**config.mk**
```make
export PLATFORM = sky130hd
export DESIGN_NAME = s1423_n75_pattern_driver
export DESIGN_NICKNAME = d
export VERILOG_FILES = /design/src/rtl/s1423_n75_pattern_driver.sv
export SDC_FILE = /design/constraint.sdc
export NUM_CORES = 1
export LEC_CHECK = 0
export CAP_MARGIN = 20
export CORE_UTILIZATION = 49
export CTS_CLUSTER_DIAMETER = 100
export DETAILED_ROUTE_END_ITERATION = 10
export PLACE_DENSITY = 0.75
export SYNTH_ARGS = -nofsm -noshare
export SYNTH_HDL_FRONTEND = slang
export SYNTH_SLANG_ARGS = --single-unit
```
**constraint.sdc**
```tcl
create_clock -name clk -period 2.1 [get_ports clk]
set_clock_uncertainty 0.1 [all_clocks]
set_input_delay 0.42 -clock clk [delete_from_list [all_inputs] [get_ports clk]]
set_output_delay 0.42 -clock clk [all_outputs]
set_load 0.005 [all_outputs]
```
**src/rtl/s1423_n75_pattern_driver.sv**
```systemverilog
// s1423_n75_pattern_driver: serial-in / response-out harness around the
// combinational cone s1423_n75. It loads N_IN pattern bits plus an expected
// bit, applies the pattern in parallel, waits SETTLE cycles, captures n75,
// returns it with a mismatch flag and keeps saturating pattern/error counters.
// Optional feature macro: S1423_DRV_FIRST_ERR_EN (sticky first-mismatch index).
module s1423_n75_pattern_driver #(
  parameter int N_IN   = 26,
  parameter int SETTLE = 2,
  parameter int CNT_W  = 16
) (
  input  logic             clk,
  input  logic             rst,
  input  logic             s_valid,
  output logic             s_ready,
  input  logic             s_data,
  output logic [N_IN-1:0]  pat,
  input  logic             cone_out,
  output logic             r_valid,
  input  logic             r_ready,
  output logic             r_data,
  output logic             r_mismatch,
  output logic [CNT_W-1:0] pat_cnt,
  output logic [CNT_W-1:0] err_cnt
`ifdef S1423_DRV_FIRST_ERR_EN
  ,
  output logic [CNT_W-1:0] first_err_idx,
  output logic             first_err_vld
`endif
);

  localparam int BI_W = $clog2(N_IN + 1);

  // SETTLE must leave at least one stable cycle and fit the 4-bit counter
  if (SETTLE < 1 || SETTLE > 15) begin : g_bad_settle
    $error("s1423_n75_pattern_driver: SETTLE must be in 1..15");
  end

  typedef enum logic [1:0] {LOAD, SETTLE_S, CAPTURE, RESP} state_t;

  state_t            state_q, state_d;
  logic [BI_W-1:0]   beat_q, beat_d;
  logic [3:0]        set_q, set_d;
  logic [N_IN-1:0]   shadow_q, shadow_d;
  logic [N_IN-1:0]   pat_q, pat_d;
  logic              exp_q, exp_d;
  logic              s_ready_q, s_ready_d;
  logic              r_valid_q, r_valid_d;
  logic              r_data_q, r_data_d;
  logic              r_mm_q, r_mm_d;
  logic [CNT_W-1:0]  pat_cnt_q, pat_cnt_d;
  logic [CNT_W-1:0]  err_cnt_q, err_cnt_d;
`ifdef S1423_DRV_FIRST_ERR_EN
  logic [CNT_W-1:0]  fe_idx_q, fe_idx_d;
  logic              fe_vld_q, fe_vld_d;
`endif

  // Next-state and datapath updates; every target defaults to its hold value
  always_comb begin
    state_d   = state_q;
    beat_d    = beat_q;
    set_d     = set_q;
    shadow_d  = shadow_q;
    pat_d     = pat_q;
    exp_d     = exp_q;
    r_valid_d = r_valid_q;
    r_data_d  = r_data_q;
    r_mm_d    = r_mm_q;
    pat_cnt_d = pat_cnt_q;
    err_cnt_d = err_cnt_q;
`ifdef S1423_DRV_FIRST_ERR_EN
    fe_idx_d  = fe_idx_q;
    fe_vld_d  = fe_vld_q;
`endif
    case (state_q)
      LOAD: begin
        if (s_valid && s_ready_q) begin
          if (beat_q == BI_W'(N_IN)) begin
            // Expected bit: the whole pattern reaches the cone on this edge
            exp_d   = s_data;
            pat_d   = shadow_q;
            set_d   = '0;
            state_d = SETTLE_S;
          end else begin
            shadow_d[beat_q] = s_data;
            beat_d           = beat_q + BI_W'(1);
          end
        end
      end
      SETTLE_S: begin
        set_d = set_q + 4'd1;
        if (set_q == 4'(SETTLE - 1)) state_d = CAPTURE;
      end
      CAPTURE: begin
        r_data_d  = cone_out;
        r_mm_d    = cone_out ^ exp_q;
        r_valid_d = 1'b1;
        state_d   = RESP;
      end
      RESP: begin
        if (r_ready) begin
          r_valid_d = 1'b0;
          beat_d    = '0;
          state_d   = LOAD;
          if (!(&pat_cnt_q)) pat_cnt_d = pat_cnt_q + CNT_W'(1);
          if (r_mm_q && !(&err_cnt_q)) err_cnt_d = err_cnt_q + CNT_W'(1);
`ifdef S1423_DRV_FIRST_ERR_EN
          if (r_mm_q && !fe_vld_q) begin
            fe_idx_d = pat_cnt_q;
            fe_vld_d = 1'b1;
          end
`endif
        end
      end
      default: state_d = LOAD;
    endcase
    // Registered so s_ready is low during reset and rises the cycle after
    // a response handshake
    s_ready_d = (state_d == LOAD);
  end

  // State register with synchronous reset taking priority over everything
  always_ff @(posedge clk) begin
    if (rst) begin
      state_q   <= LOAD;
      beat_q    <= '0;
      set_q     <= '0;
      shadow_q  <= '0;
      pat_q     <= '0;
      exp_q     <= 1'b0;
      s_ready_q <= 1'b0;
      r_valid_q <= 1'b0;
      r_data_q  <= 1'b0;
      r_mm_q    <= 1'b0;
      pat_cnt_q <= '0;
      err_cnt_q <= '0;
`ifdef S1423_DRV_FIRST_ERR_EN
      fe_idx_q  <= '0;
      fe_vld_q  <= 1'b0;
`endif
    end else begin
      state_q   <= state_d;
      beat_q    <= beat_d;
      set_q     <= set_d;
      shadow_q  <= shadow_d;
      pat_q     <= pat_d;
      exp_q     <= exp_d;
      s_ready_q <= s_ready_d;
      r_valid_q <= r_valid_d;
      r_data_q  <= r_data_d;
      r_mm_q    <= r_mm_d;
      pat_cnt_q <= pat_cnt_d;
      err_cnt_q <= err_cnt_d;
`ifdef S1423_DRV_FIRST_ERR_EN
      fe_idx_q  <= fe_idx_d;
      fe_vld_q  <= fe_vld_d;
`endif
    end
  end

  assign s_ready    = s_ready_q;
  assign pat        = pat_q;
  assign r_valid    = r_valid_q;
  assign r_data     = r_data_q;
  assign r_mismatch = r_mm_q;
  assign pat_cnt    = pat_cnt_q;
  assign err_cnt    = err_cnt_q;
`ifdef S1423_DRV_FIRST_ERR_EN
  assign first_err_idx = fe_idx_q;
  assign first_err_vld = fe_vld_q;
`endif

endmodule
```
# Yosys cells after proc, flatten, opt, wreduce, memory -nomap -nowiden
# Cells that the tools add are included.
# totals
regBits	100
in_bits	6
# classes
order_cmp	2
add_sub_neg	4
bitwise_logic	3
reduce_logical	18
muxes	17
eq_ne	9
# ops
op	count
adder 16 x 1 -> 16 bit (second input constant)	2
AND reduction 16 bit	2
bitwise mux 26 bit	1
2-to-1 mux 5 bit	3
AND reduction 3 bit	5
one-hot mux 5 bit (2 select lines)	1
2-to-1 mux 2 bit	4
2-to-1 mux 4 bit	2
inequality test 2 bit (second input constant)	4
one-hot mux 2 bit (4 select lines)	1
one-hot mux 4 bit (2 select lines)	1
< comparator 5 x 6 -> 1 bit (second input constant)	1
nonzero test 2 bit	3
adder 5 x 1 -> 5 bit (second input constant)	1
demux 1 bit (select 5 bit)	1
equality test 5 bit (second input constant)	1
greater-or-equal comparator 5 x 1 -> 1 bit (second input constant)	1
adder 4 x 1 -> 4 bit (second input constant)	1
equality test 2 bit (second input constant)	2
equality test 4 x 1 -> 1 bit (second input constant)	1
zero test 2 bit	2
AND reduction 4 bit	1
logical AND 1 bit	3
equality test 2 x 1 -> 1 bit (second input constant)	1
6 further kinds	8

# Longest topological paths before layout
# Gate-level depths: netlist of run 1.
# logic_depth
ltp_word	5
ltp_mapped	8
depth_no_buf	6

# Worst setup path before layout of run 1
# No wires, ideal clock.
# synth_path
kind	flip-flop to flip-flop
from	reg pat_cnt_q[0], in the netlist pat_cnt[0]
to	reg pat_cnt_q[4], in the netlist pat_cnt[4]
required_ps	1885
setup_ps	115
path_buffers	1
synth_period_minus_slack_ps	2133
slack_ps	-33
path_stages_with_launch	7
t_arrival_ps	1918
cell_sequence	dfxtp_1 ha_1 nand4_2 nor4_1 buf_2 nor4_1 o21a_1
# synth_between
elab_chain_cells	3
word_cells_on_any_way	4
cone_classes	1 x add/sub; 1 x bitwise; 2 x reduce/logical
# synth_rtl
element	line	text
start, declared	50	logic [CNT_W-1:0] pat_cnt_q, pat_cnt_d;
start signal, assigned	151	pat_cnt_q <= pat_cnt_d;
branches (longest 3 deep; another with adder 16 x 1 -> 16 bit)	--	
# Parallel ways; which one is timed is not known.
# A chain may end at the register's enable or synchronous reset.

# Worst setup path in the final report of run 1
# layout_path
from	reg beat_q[0]
to	reg set_q[3]
# layout_between
elab_chain_cells	3
# layout_rtl
element	line	text
start, declared	41	logic [BI_W-1:0] beat_q, beat_d;
start signal, assigned	142	beat_q <= beat_d;
equality test 5 bit	77	if (beat_q == BI_W'(N_IN)) begin
inequality test 2 bit (no source line)	--	
AND reduction 3 bit (no source line)	--	
end signal, assigned	143	set_q <= set_d;
end, declared	42	logic [3:0] set_q, set_d;
# No other way between the ends.

==> impl_metrics.ini, run 1 <==
[yosys]
synth_warnings = 0
syn_nets = 555
ys.flop_type = dfxtp_1
ys_types = 45
syn_inst = 541
syn_avg_cell_area_sq_um = 8.27
synth_edf_count = 0
yosysSeqAreaShare_pct = 44.8
synth_area_sq_um = 4470
yosys_register_bits = 100
synthArstFlopShare_pct = 0

[floorplanning]
rows = 34
die_w_um = 97.5
start_util_pct = 51.0
die_h_um = 97.5
core_sq_um = 8760
die_area_sq_um = 9510
pin_count = 68

[finish]
fin_area_sq_um = 5760
layoutNonFillerInstCount = 741
antenna-diode-count = 0
nets = 642
final_common_cell = dfxtp_1
layout_common_cells = dfxtp_1 (97), nand2_1 (82), clkdlybuf4s50_1 (65)
layout-drive-gt1-share_pct = 12.3
utilization_pct = 65.7
area_growth_pct = 28.8

[placed_design]
port-buffer-count = 67
gp_congestion = 0.905
dpl-instance-area_sq_um = 5520
dp_hpwl_mm = 7.76
dpl.cell_count = 725

[setup_path]
required_ns = 2.28
critical_path_class = reg -> reg
crit_arrival_ns = 2.15
end_kind = register
crit_path_max_fanout = 6
cpPeakStageDelay_ns = 0.49
r2r.worst_path.cells = 6
path_cells = inv_1 > ha_1 > and4b_1 > a31oi_2 > or4_1 > a211oi_1
cp-start-kind = register
cp_slowest_cell = or4_1

[clock_tree]
cts-buffers-inserted = 9
cts.path.max_buffers = 2
cts_hold_buf = 0
cts_tree = built
clock-sinks = 100
h-tree-depth = 3
root_buffer = clkbuf_8
clkTransAtPathRegs_ns = 0.10
clk_latency_ns = 0.36

[power_and_ir_drop]
p_leak_nw = 2.03
ir_drop_v = 0.000407
powerDensity_nw_per_um2 = 589

[timing]
maxSlewHeadroom_pct = 63.5
rsz0062_at_grt = yes
setup_viol_count_final = 0
fin_crit_sh_pct = 94.0
hold_slack_ns = 0.296
max_freq_mhz = 506
slew_viol_final = 0
worst_pin_slew_ns = 0.545
final-hold-violation-count = 0
min_period_ns = 1.97

[flow_run]
maxCapViolCount = 0

[grt]
antenna_found_initial = 0
met3_usage_pct = 4.10
overflow = 0
grt_max_degree = 65
met1_usage_pct = 29.0
grtUsageTotal_pct = 23.6
grt_pass1_vias = 4084
grt_pass1_wl_mm = 18.7
busiest_layer = met2
grt_use_met2_pct = 41.4

[hold_path]
hold_path.class = in -> reg
holdPathStages = 2

[route]
vias = 4239
viasPerCell = 5.72
first_iter_violations = 181
wl_mm = 11.0
ant_nets = 0
drc_errors = 0
wl_per_cell_um = 14.9
dr.pass1.iters = 4

[outcome]
status = complete, no violations
## worst paths after layout
check | start | endpoint | slack [ns]
worst max-delay path | beat_q[0] | set_q[3] | 0.13
worst min-delay path | rst | r_data | 0.30
worst max register to register | beat_q[0] | set_q[3] | 0.13
worst min register to register | shadow_q[10] | pat[10] | 0.35
## metal layers
layer	wire length (um)	up-vias
li1	-	2123
met1	4890	1998
met2	5510	102
met3	469	16
met4	152	0
met5	0	-
## kinds of logic after synthesis
| family | after synthesis | synth area share (%) |
|---|---|---|
| XOR/XNOR | 1 | 0.196 |
| buffers and inverters | 47 | 4.00 |
| AND/OR/NAND/NOR | 242 | 27.2 |
| multiplexers | 26 | 5.96 |
| AO/OA/AOI/OAI | 117 | 15.6 |
| adder cells (fa/ha/maj) | 8 | 2.24 |
| flip-flops | 100 | 44.8 |
## where the power goes
part,internal (W),leakage (nW),switching (W)
sequential,0.00190,0.807,0.00000511
clock,0.000685,0.108,0.000686
combinational,0.0000389,1.11,0.0000774
total,0.00262,2.03,0.000769
## synthesized netlist by cell type (2+ instances only)
| cell type | n | area share (%) |
|---|---|---|
| dfxtp_1 | 100 | 45 |
| buf_1 | 5 | 0.42 |
| mux2_2 | 5 | 1.3 |
| and4b_1 | 2 | 0.45 |
| o21a_1 | 4 | 0.67 |
| clkbuf_1 | 27 | 2.3 |
| nor2b_1 | 14 | 2.0 |
| nand4_1 | 23 | 3.2 |
| buf_2 | 2 | 0.22 |
| inv_1 | 13 | 1.1 |
| a21oi_1 | 59 | 6.6 |
| o21ai_0 | 20 | 2.2 |
| a211oi_1 | 6 | 1.0 |
| nand2b_1 | 2 | 0.28 |
| nor3_1 | 5 | 0.56 |
| nor4_1 | 9 | 1.3 |
| o41ai_1 | 5 | 0.98 |
| nor2_1 | 42 | 3.5 |
| nand3_1 | 27 | 3.0 |
| ha_1 | 8 | 2.2 |
| nand2_1 | 82 | 6.9 |
| or4_1 | 13 | 2.2 |
| o31a_1 | 4 | 0.78 |
| mux2i_1 | 21 | 4.7 |
| o31ai_1 | 8 | 1.3 |
| and4_1 | 3 | 0.59 |
| or2_2 | 2 | 0.28 |
| a31oi_1 | 3 | 0.42 |
| or3_1 | 9 | 1.3 |
| and3_1 | 3 | 0.42 |
## final cells by class
type | count | area (sq um)
Clock buffer | 10 | 128
Clock inverter | 6 | 93.8
Fill cell | 737 | 3010
Inverter | 13 | 48.8
Multi-Input combinational cell | 394 | 2320
Sequential cell | 100 | 2010
Tap cell | 108 | 135
Timing Repair Buffer | 110 | 1020
## registers in the layout (all words and copies together), names as in the netlist
name,flops
pat_cnt,16
pat,26
s_ready,1
exp_q,1
r_mismatch,1
set_q,4
r_data,1
shadow_q,26
r_valid,1
err_cnt,16
beat_q,5
state_q,2
## per-stage QoR
step           setup TNS, ns  worst slack, ns  power [W]
2_1_floorplan              0           0.0829    0.00201
3_3_place_gp           -4.97           -0.406    0.00206
3_5_place_dp           -8.13           -0.468    0.00206
4_1_cts                    0           0.0753    0.00342
5_1_grt             -0.00777         -0.00777    0.00353
6_report                   0            0.125    0.00339
## critical path: cells and delay by family, from the launching register on
kind,cells,cell delay (ns)
AO/OA/AOI/OAI,2,0.40
AND/OR/NAND/NOR,2,0.74
buffers and inverters,1,0.10
adder cells (fa/ha/maj),1,0.18
flip-flops,1,0.38
## repair_timing
action,CTS,global route
endpoints found under the setup margin,3,3
buffers inserted,0,0
endpoints found under the hold margin,0,0
resized for setup,3,6
Power figures use the tool's default switching activity.
==> run 2, diff against run 1 <==
--- a/config.mk
+++ b/config.mk
@@ -10,6 +10,7 @@
 export CTS_CLUSTER_DIAMETER = 100
 export DETAILED_ROUTE_END_ITERATION = 10
 export PLACE_DENSITY = 0.75
+export SKIP_LAST_GASP = 1
 export SYNTH_ARGS = -nofsm -noshare
 export SYNTH_HDL_FRONTEND = slang
 export SYNTH_SLANG_ARGS = --single-unit
==> run 2 against run 1 <==
Effect of this change:
- clock power barely moved
- final area barely moved
- final cell count did not move
- clock-buffer cell count did not move
- sequential power barely moved
- maximum frequency fell by 0.29%
- critical path type unchanged
- utilization barely moved
- non-clock buffer count did not move
- via count rose by 0.57%
- die area did not move
- register-to-register slack barely moved
- worst hold slack improved by 0.00095 ns
==> impl_metrics.ini, run 2 (synthesized netlist as in run 1, its figures left out) <==
[outcome]
status = complete, no violations

[clock_tree]
root_buffer = clkbuf_8
clock-sinks = 100
clkTransAtPathRegs_ns = 0.10
cts_hold_buf = 0
h-tree-depth = 3
cts.path.max_buffers = 2
cts_tree = built
postCtsSetupRepairBufs = 0
cts-buffers-inserted = 9
clk_latency_ns = 0.36

[flow_run]
maxCapViolCount = 0

[grt]
grt_pass1_vias = 4084
antenna_found_initial = 0
grt_max_degree = 65
grt_pass1_wl_mm = 18.7
overflow = 0
grtUsageTotal_pct = 23.6

[timing]
max_freq_mhz = 505
fin_tns_setup_ns = 0
min_period_ns = 1.98
final-hold-violation-count = 0
rsz0062_at_grt = yes
maxSlewHeadroom_pct = 61.0
setup_viol_count_final = 0
fin_crit_sh_pct = 94.3
worst_pin_slew_ns = 0.582
slew_viol_final = 0

[route]
drc_errors = 0
ant_nets = 0
dr.pass1.iters = 4
wl_per_cell_um = 14.9
vias = 4263
wl_mm = 11.0
first_iter_violations = 185
viasPerCell = 5.75

[setup_path]
path_cells = inv_1 > ha_1 > and4b_1 > a31oi_2 > or4_1 > a211oi_1
crit_path_max_fanout = 6
critPathTopFamily = simple AND/OR/NAND/NOR gates
crit_arrival_ns = 2.16
cp_num_buf_inv = 1
required_ns = 2.28
cp_slowest_cell = or4_1
end_kind = register
cp-start-kind = register
critical_path_class = reg -> reg
cpPeakStageDelay_ns = 0.49

[finish]
nets = 642
layoutNonFillerInstCount = 741
fin_area_sq_um = 5760
area_growth_pct = 28.7
antenna-diode-count = 0
layout_common_cells = dfxtp_1 (98), nand2_1 (82), clkdlybuf4s50_1 (65)
layout-drive-gt1-share_pct = 12.2
final_common_cell = dfxtp_1
fill_cells = 738

[power_and_ir_drop]
powerDensity_nw_per_um2 = 590
ir_drop_v = 0.000409
p_leak_nw = 2.03

[floorplanning]
die_h_um = 97.5
pin_count = 68
rows = 34
die_area_sq_um = 9510
die_w_um = 97.5
start_util_pct = 51.0
core_sq_um = 8760

[placed_design]
dpl-instance-area_sq_um = 5520
dp_hpwl_mm = 7.76
gp_congestion = 0.905
dpl.cell_count = 725
port-buffer-count = 67

[hold_path]
hold_path.class = in -> reg
==> run 2: cell type report <==
| class | instances | area (sq um) | share of cell area (%) |
|---|---|---|---|
| tap | 108 | 135 | 2.35 |
| inverter | 13 | 48.8 | 0.848 |
| clock inverter | 6 | 93.8 | 1.63 |
| multi-input combinational | 394 | 2320 | 40.3 |
| sequential | 100 | 2000 | 34.8 |
| timing repair buffer | 110 | 1020 | 17.8 |
| clock buffer | 10 | 128 | 2.22 |
==> run 2: final timing paths <==
path                                    from  endpoint  slack [ns]  cells past startpoint
worst min-delay path                     rst    r_data        0.30                      2
worst max register to register     beat_q[0]  set_q[3]        0.12                      6
worst min register to register  shadow_q[10]   pat[10]        0.35                      2
worst max-delay path               beat_q[0]  set_q[3]        0.12                      6
==> run 2: per-stage QoR <==
stage          hold WS [ns]  worst slack [ns]  utilization (%)  power (W)
6_report              0.297             0.119             65.7    0.00340
3_5_place_dp          0.346            -0.468             62.9    0.00206
5_1_grt               0.294           -0.0180             65.7    0.00353
4_1_cts               0.285            0.0753             65.6    0.00342
2_1_floorplan         0.328            0.0829                -    0.00201
3_3_place_gp          0.345            -0.406             62.9    0.00206
==> run 2: where the power goes <==
part | leakage, nW | internal (W) | switching (W)
sequential | 0.807 | 0.00190 | 0.00000508
combinational | 1.11 | 0.0000389 | 0.0000775
clock | 0.108 | 0.000685 | 0.000693
==> run 2: routing by layer <==
metal  track usage, %  wire length (um)
met4             8.37               138
met2             41.4              5520
met1             29.0              4820
met3             4.10               555
met5                0                 0
==> run 2: timing repair <==
action / 4_1_cts / 5_1_grt
pin swaps: 0 / 0
setup endpoints to repair: 3 / 3
resized for setup: 3 / 5
